### src/rtl/sdlib_pkg.sv
// sdlib_pkg: shared state encodings, clog2 helper and delay constant for the sdlib blocks
package sdlib_pkg;
  typedef enum logic {FILL = 1'b0, HOLD = 1'b1} pack_state_e;
  localparam int SDLIB_DELAY = 0;
  function automatic int clog2(input int v);
    for (int r = 0; r < 32; r++)
      if ((1 << r) >= v) return r;
    return 32;
  endfunction
endpackage

### src/rtl/sd_pack_acc.sv
// sd_pack_acc: lane accumulator for sd_pack_n; stores narrow words at lane cnt and presents
// the packed wide word with every lane above the closing lane forced to zero
module sd_pack_acc
  import sdlib_pkg::*;
#(
  parameter int width = 8,
  parameter int ratio = 4,
  localparam int AW = clog2(ratio)
) (
  input  logic                   clk,
  input  logic                   reset,
  input  logic                   wr_i,
  input  logic                   inc_i,
  input  logic                   clr_i,
  input  logic                   hold_i,
  input  logic [width-1:0]       data_i,
  output logic [AW-1:0]          cnt_o,
  output logic [width*ratio-1:0] word_o
);
  logic [ratio-1:0][width-1:0] acc_q, acc_d;
  logic [AW-1:0] cnt_q, cnt_d;
  always_comb begin
    acc_d = acc_q;
    if (wr_i) acc_d[cnt_q] = data_i;
    cnt_d = clr_i ? '0 : inc_i ? cnt_q + AW'(1) : cnt_q;
  end
  // closing lane comes straight from the input unless it was parked in storage (HOLD)
  always_comb begin
    word_o = '0;
    for (int i = 0; i < ratio; i++)
      word_o[i*width +: width] = (i < int'(cnt_q)) ? acc_q[i] :
                                 (i == int'(cnt_q)) ? (hold_i ? acc_q[i] : data_i) : '0;
  end
  always_ff @(posedge clk or posedge reset)
    if (reset) begin
      acc_q <= '0;
      cnt_q <= '0;
    end else begin
      acc_q <= acc_d;
      cnt_q <= cnt_d;
    end
  assign cnt_o = cnt_q;
endmodule

### src/rtl/sd_pack_n.sv
// sd_pack_n: srdy/drdy width up-converter packing ratio narrow words into one wide word.
// Define SDLIB_PACK_LAST_EN to add the c_last port for closing a wide word early.
module sd_pack_n
  import sdlib_pkg::*;
#(
  parameter int width = 8,
  parameter int ratio = 4
) (
  input  logic                        clk,
  input  logic                        reset,
  input  logic                        c_srdy,
  output logic                        c_drdy,
  input  logic [width-1:0]            c_data,
`ifdef SDLIB_PACK_LAST_EN
  input  logic                        c_last,
`endif
  output logic                        p_srdy,
  input  logic                        p_drdy,
  output logic [width*ratio-1:0]      p_data,
  output logic [clog2(ratio+1)-1:0]   p_count
);
  localparam int AW = clog2(ratio);
  localparam int CW = clog2(ratio+1);
  pack_state_e state_q, state_d;
  logic last, accept, closing, out_free, load;
  logic [AW-1:0] acc_cnt;
  logic [width*ratio-1:0] packed_word;
  logic p_srdy_q, p_srdy_d;
  logic [width*ratio-1:0] p_data_q, p_data_d;
  logic [CW-1:0] p_count_q, p_count_d;
`ifdef SDLIB_PACK_LAST_EN
  assign last = c_last;
`else
  assign last = 1'b0;
`endif
  assign c_drdy   = (state_q == FILL);
  assign accept   = c_srdy & c_drdy;
  assign closing  = accept & (last | (acc_cnt == AW'(ratio - 1)));
  assign out_free = !p_srdy_q | p_drdy;
  assign load     = (closing & out_free) | ((state_q == HOLD) & p_drdy);
  sd_pack_acc #(.width(width), .ratio(ratio)) u_acc (
    .clk    (clk),
    .reset  (reset),
    .wr_i   (accept),
    .inc_i  (accept & !closing),
    .clr_i  (load),
    .hold_i (state_q == HOLD),
    .data_i (c_data),
    .cnt_o  (acc_cnt),
    .word_o (packed_word)
  );
  // in HOLD acc_cnt still points at the closing lane, so count is acc_cnt+1 in both paths
  always_comb begin
    state_d   = (closing & !out_free) ? HOLD : ((state_q == HOLD) & p_drdy) ? FILL : state_q;
    p_srdy_d  = load | (p_srdy_q & !p_drdy);
    p_data_d  = load ? packed_word : p_data_q;
    p_count_d = load ? CW'(acc_cnt) + CW'(1) : p_count_q;
  end
  always_ff @(posedge clk or posedge reset)
    if (reset) begin
      state_q   <= FILL;
      p_srdy_q  <= 1'b0;
      p_data_q  <= '0;
      p_count_q <= '0;
    end else begin
      state_q   <= state_d;
      p_srdy_q  <= p_srdy_d;
      p_data_q  <= p_data_d;
      p_count_q <= p_count_d;
    end
  assign p_srdy  = p_srdy_q;
  assign p_data  = p_data_q;
  assign p_count = p_count_q;
endmodule

### config.mk
export PLATFORM = sky130hd
export DESIGN_NAME = sd_pack_n
export DESIGN_NICKNAME = d
export VERILOG_FILES = /design/src/rtl/sdlib_pkg.sv /design/src/rtl/sd_pack_acc.sv /design/src/rtl/sd_pack_n.sv
export SDC_FILE = /design/constraint.sdc
export NUM_CORES = 1
export LEC_CHECK = 0
export CORE_ASPECT_RATIO = 1.1
export CORE_MARGIN = 1.5
export CORE_UTILIZATION = 58
export CTS_CLUSTER_SIZE = 40
export DETAILED_ROUTE_END_ITERATION = 8
export GPL_TIMING_DRIVEN = 0
export PLACE_DENSITY = 0.84
export SYNTH_ARGS = -nofsm -noshare
export SYNTH_HDL_FRONTEND = slang
export SYNTH_HIERARCHICAL = 1
export SYNTH_SLANG_ARGS = --single-unit
### constraint.sdc
create_clock -name clk -period 3.3 [get_ports clk]
set_input_delay 0.33 -clock clk [delete_from_list [all_inputs] [get_ports clk]]
set_output_delay 0.33 -clock clk [all_outputs]
set_load 0.1 [all_outputs]
Word level (Yosys, flattened, before mapping)
Cells that the tools add are included.
Cells by class
  div/mod/pow operators: 0
  bitwise gates (word level): 11
  multiplexer cells: 18
  add/sub/neg operators: 2
  equal/unequal tests: 4
  magnitude comparators: 5
  shifts and indexed selects: 0
  multiply operators: 0
  reduce and logical (&&, ||, !) cells: 8
Operators by type and width (number)
  $mux 8: 12
  $bwmux 32: 1
  $demux 8 s2: 1
  $and 1x1->1: 7
  $eq 2x2->1 const A: 2
  $logic_not 1->1: 4
  $lt 1x2->1 const A: 2
  $mux 2: 2
  $reduce_bool 2->1: 2
  $add 2x1->3 const B: 1
  $lt 2x3->1 const B: 1
  $or 1x1->1: 3
  $add 2x1->2 const B: 1
  $eq 1x2->1 const A: 1
  $eq 2x2->1 const B: 1
  $ge 2x1->1 const B: 1
  $logic_not 2->1: 1
  $lt 2x2->1 const A: 1
  $mux 1: 2
  $logic_and 1x1->1: 1
  $not 1->1: 1
Storage, ports and cells
  output and inout bits: 37
  bits in writable memories: 0
  register bits: 71
  logic and storage cells: 57
  input port bits: 12
  ROM bits: 0
  memories kept: 0
  bits in latches: 0

Logic depth before layout (Yosys ltp)
  word-level depth: 7
  depth in mapped cells: 7
  mapped depth without buffers: 5

Cells and area by module
Netlist, hierarchy kept.
Modules (own cells, without submodules)
  sd_pack_acc: times used 1, cells an instance 147, area each 1921.8 um2
  sd_pack_n: times used 1, cells an instance 88, area each 1491.4 um2

Worst setup path after synthesis
OpenSTA, ideal clock, no wires.
  path type: reg2reg
  start point: reg p_srdy_q, in the netlist p_srdy
  end point: reg p_count_q[2], in the netlist p_count[2]
  arrival: 1816 ps
  path slack: 1358 ps
  buffers on the path: 1
  period minus slack after synthesis: 1942 ps
  required time: 3175 ps
  setup time: 125 ps
  cell stages (with the launch flop): 5
  cell sequence: dfrtp_1 > nor2_2 > a2bb2oi_4 > buf_8 > mux2_2
Between the ends
  cells in the longest elaborated chain, start to end: 4
Ends and longest elaborated chain
  from (decl): line sd_pack_n.sv:28  | logic p_srdy_q, p_srdy_d;
  from (signal assigned): line sd_pack_n.sv:67  | p_srdy_q <= p_srdy_d;
  $logic_not 1->1: line sd_pack_n.sv:39  | assign out_free = !p_srdy_q | p_drdy;
  $or 1x1->1: line sd_pack_n.sv:39
  $and 1x1->1: line sd_pack_n.sv:40  | assign load = (closing & out_free) | ((state_q == HOLD) & p_drdy);
  $or 1x1->1: line sd_pack_n.sv:40
  to (signal assigned): line sd_pack_n.sv:69  | p_count_q <= p_count_d;
  to (decl): line sd_pack_n.sv:30  | logic [CW-1:0] p_count_q, p_count_d;
Every way passes these cells.
A chain may end at the register's enable or synchronous reset.

Worst setup path in the final report
  start point: reg state_q
  end point: out c_drdy
Between the ends
  cells in the longest elaborated chain, start to end: 1
Ends and longest elaborated chain
  from (decl): line sd_pack_n.sv:24  | pack_state_e state_q, state_d;
  from (signal assigned): line sd_pack_n.sv:66  | state_q <= state_d;
  $not 1->1: line sd_pack_n.sv:36  | assign c_drdy = (state_q == FILL);
  to (decl): line sd_pack_n.sv:12  | output logic c_drdy,
Every way passes these cells.

==> summary.txt <==
Finish
  – Ant. Diodes: 0
  – Most frequent cells in the layout: 71 x dfrtp_1, 57 x mux2_2, 48 x clkdlybuf4s50_1
  – Most common cell after layout, fill and taps aside: dfrtp_1
  – Fraction of layout cells with a size suffix above 1: 36.5%
  – Fin area: 4240 µm²
  – Fin cells: 376
  – Area grow syn2layout: 24.1%
  – Net count reported at finish: 312

CTS
  – Root Driver: clkbuf_8
  – CTS sink cnt: 71
  – Worst-path clk slew: 0.07 ns
  – # Post-CTS Setup Buffers: 0
  – Clock latency on the worst-skew pair: 0.34 ns
  – Post-cts resize count: 0
  – CTS tree: built
  – CTS Buf Count: 9
  – Max Buffers Root-to-Sink: 2
  – Cts hold-fix bufs: 0
  – H-tree Lvls: 3

Logic synthesis
  – Post-Syn Area per Cell: 14.5 µm²
  – Synth warnings: 6
  – Synth area leaders: dfrtp_1 52%, mux2_2 19%, mux2_4 7.0%
  – Synth area leader: dfrtp_1
  – Share of the synthesized area in the top cell type: 52.1%
  – Synth cell types: 32
  – Mapped Nets: 253
  – Post-synthesis sequential area ratio: 52.1%
  – Post-Syn Instances: 235
  – Synthesized area: 3410 µm²
  – Synth Register Bits: 71

Critical path
  – Crit end category: output pin
  – Arr. time, crit path: 2.07 ns
  – Maximum fanout along the worst path: 7
  – Crit path launch type: flop
  – Setup CP Type: reg2out
  – Req. time, crit path: 2.97 ns

Outcome
  – Status: complete, no violations

Global routing
  – Vias in the first global route: 2,121
  – Initial antenna violation count: 0
  – Grt total ovfl: 0
  – Pin count of the biggest net entering global routing: 38
  – First-pass GRT wire length: 10.8 mm
  – GRT Resource Usage Total: 22.2%

Timing
  – Max Fclk: 416 MHz
  – Worst rel slew slack: 34.3%
  – Final hold vios: 0
  – Worst slew pin tran: 0.983 ns
  – Fin Clk Skew: 0.00916 ns
  – RSZ-0062 raised after global routing: no
  – Setup_tns: 0 ns
  – Final setup fails: 0
  – Slew Limit Fails: 0
  – Tcrit/Tclk final: 72.8%
  – Fin crit period: 2.40 ns

Placement
  – Cell Area, Placed: 3990 µm²
  – Placer Congestion: 0.825
  – DP Cell Count: 360
  – Hpwl dp: 4.31 mm
  – IO Port Bufs: 48

Detailed routing
  – Starting DRC count in detailed routing: 68
  – Drt drc: 0
  – Per-cell routed wire length: 17.5 µm
  – Number of antenna-violating nets in the routed design: 0
  – Vias/cell: 5.56
  – DR vias: 2,089
  – DRT Wirelength: 6.57 mm
  – First-pass iteration count of the detailed router: 4

Floorplanning
  – Die width: 76.1 µm
  – Initial core utilization: 59.5%
  – Core footprint: 5730 µm²
  – Row Count: 29
  – Num ports: 49
  – Die height: 83.5 µm
  – Die Area: 6350 µm²

Flow run
  – MaxCap Viol Count: 0

Min path
  – Path type of the worst min-delay path: in2async
registers in the layout, summed over array words and instances (netlist names):
name	cells
p_data	32
p_count	3
state_q	1
u_acc/cnt_o	2
p_srdy	1
u_acc/acc_q	32
cells in the mapped netlist:
cell	count
dfrtp_1	71
mux2_2	57
mux2_4	16
a22o_1	10
mux2i_1	10
nor2b_1	9
ha_1	6
inv_1	6
nor3b_1	6
a221o_1	5
and3_1	5
nand2_2	4
buf_6	3
buf_8	3
nand2_1	3
nor2_1	3
a21o_1	2
buf_2	2
a21boi_0	1
a2bb2oi_4	1
a31oi_1	1
buf_4	1
inv_2	1
mux2_1	1
nand2b_1	1
nand2b_4	1
nand3_1	1
nor2_2	1
nor3b_4	1
o21ai_0	1
o311ai_0	1
xnor2_1	1
worst max-delay path, cell delays in order, from the launching register on:
cell	delay [ns]
dfrtp_1	0.47
inv_2	0.12
clkdlybuf4s50_1	1.13
metrics by stage:
step	setup WS, ns	hold WS (ns)	utilization (%)
detailed placement	1.23	0.480	69.6
finish	0.899	0.468	73.9
floorplan	1.36	0.396	-
CTS	0.878	0.491	73.9
global placement	1.26	0.469	69.6
global route	0.850	0.520	73.9
final cells by class:
type	instances	area, µm²
flip-flops and latches	71	1780
multi-input cells	148	1510
fillers	420	1500
repair buffers	48	480
clock buffers	10	138
clock inverters	6	108
plain buffers	9	96.3
well taps	77	96.3
inverters	7	26.3
routing by layer:
layer	global-route usage [%]	part of all wire, %	vias to the layer above
met1	29.4	45	1061
met4	10.6	1.9	0
met3	3.50	3.5	11
met5	0	0	-
li1	-	-	971
met2	35.9	50	46
worst paths after layout:
check / endpoint / slack (ns) / cells past startpoint / start
max: c_drdy / 0.90 / 2 / state_q
min: u_acc/acc_q[4] / 0.47 / 2 / reset
max reg2reg: p_data[10] / 1.29 / 7 / u_acc/cnt_o[1]
min reg2reg: p_data[13] / 0.49 / 1 / p_data[13]
max in group asynchronous: p_data[22] / 2.31 / 2 / reset
min in group clk: p_data[13] / 0.49 / 1 / p_data[13]
cells by family (layout without fill, tap and decap cells):
group,Yosys count,after routing,share of synthesized area [%]
compound gates,22,22,6.05
xor+xnor,1,1,0.257
fa+ha+maj,6,6,2.20
buf+inv,16,80,3.59
flops,71,71,52.1
mux,84,84,29.1
simple gates,35,35,6.74
Power is left out: the tool's default activity adds up to more than one toggle a clock period on the data nets, which glitch-free logic cannot reach.
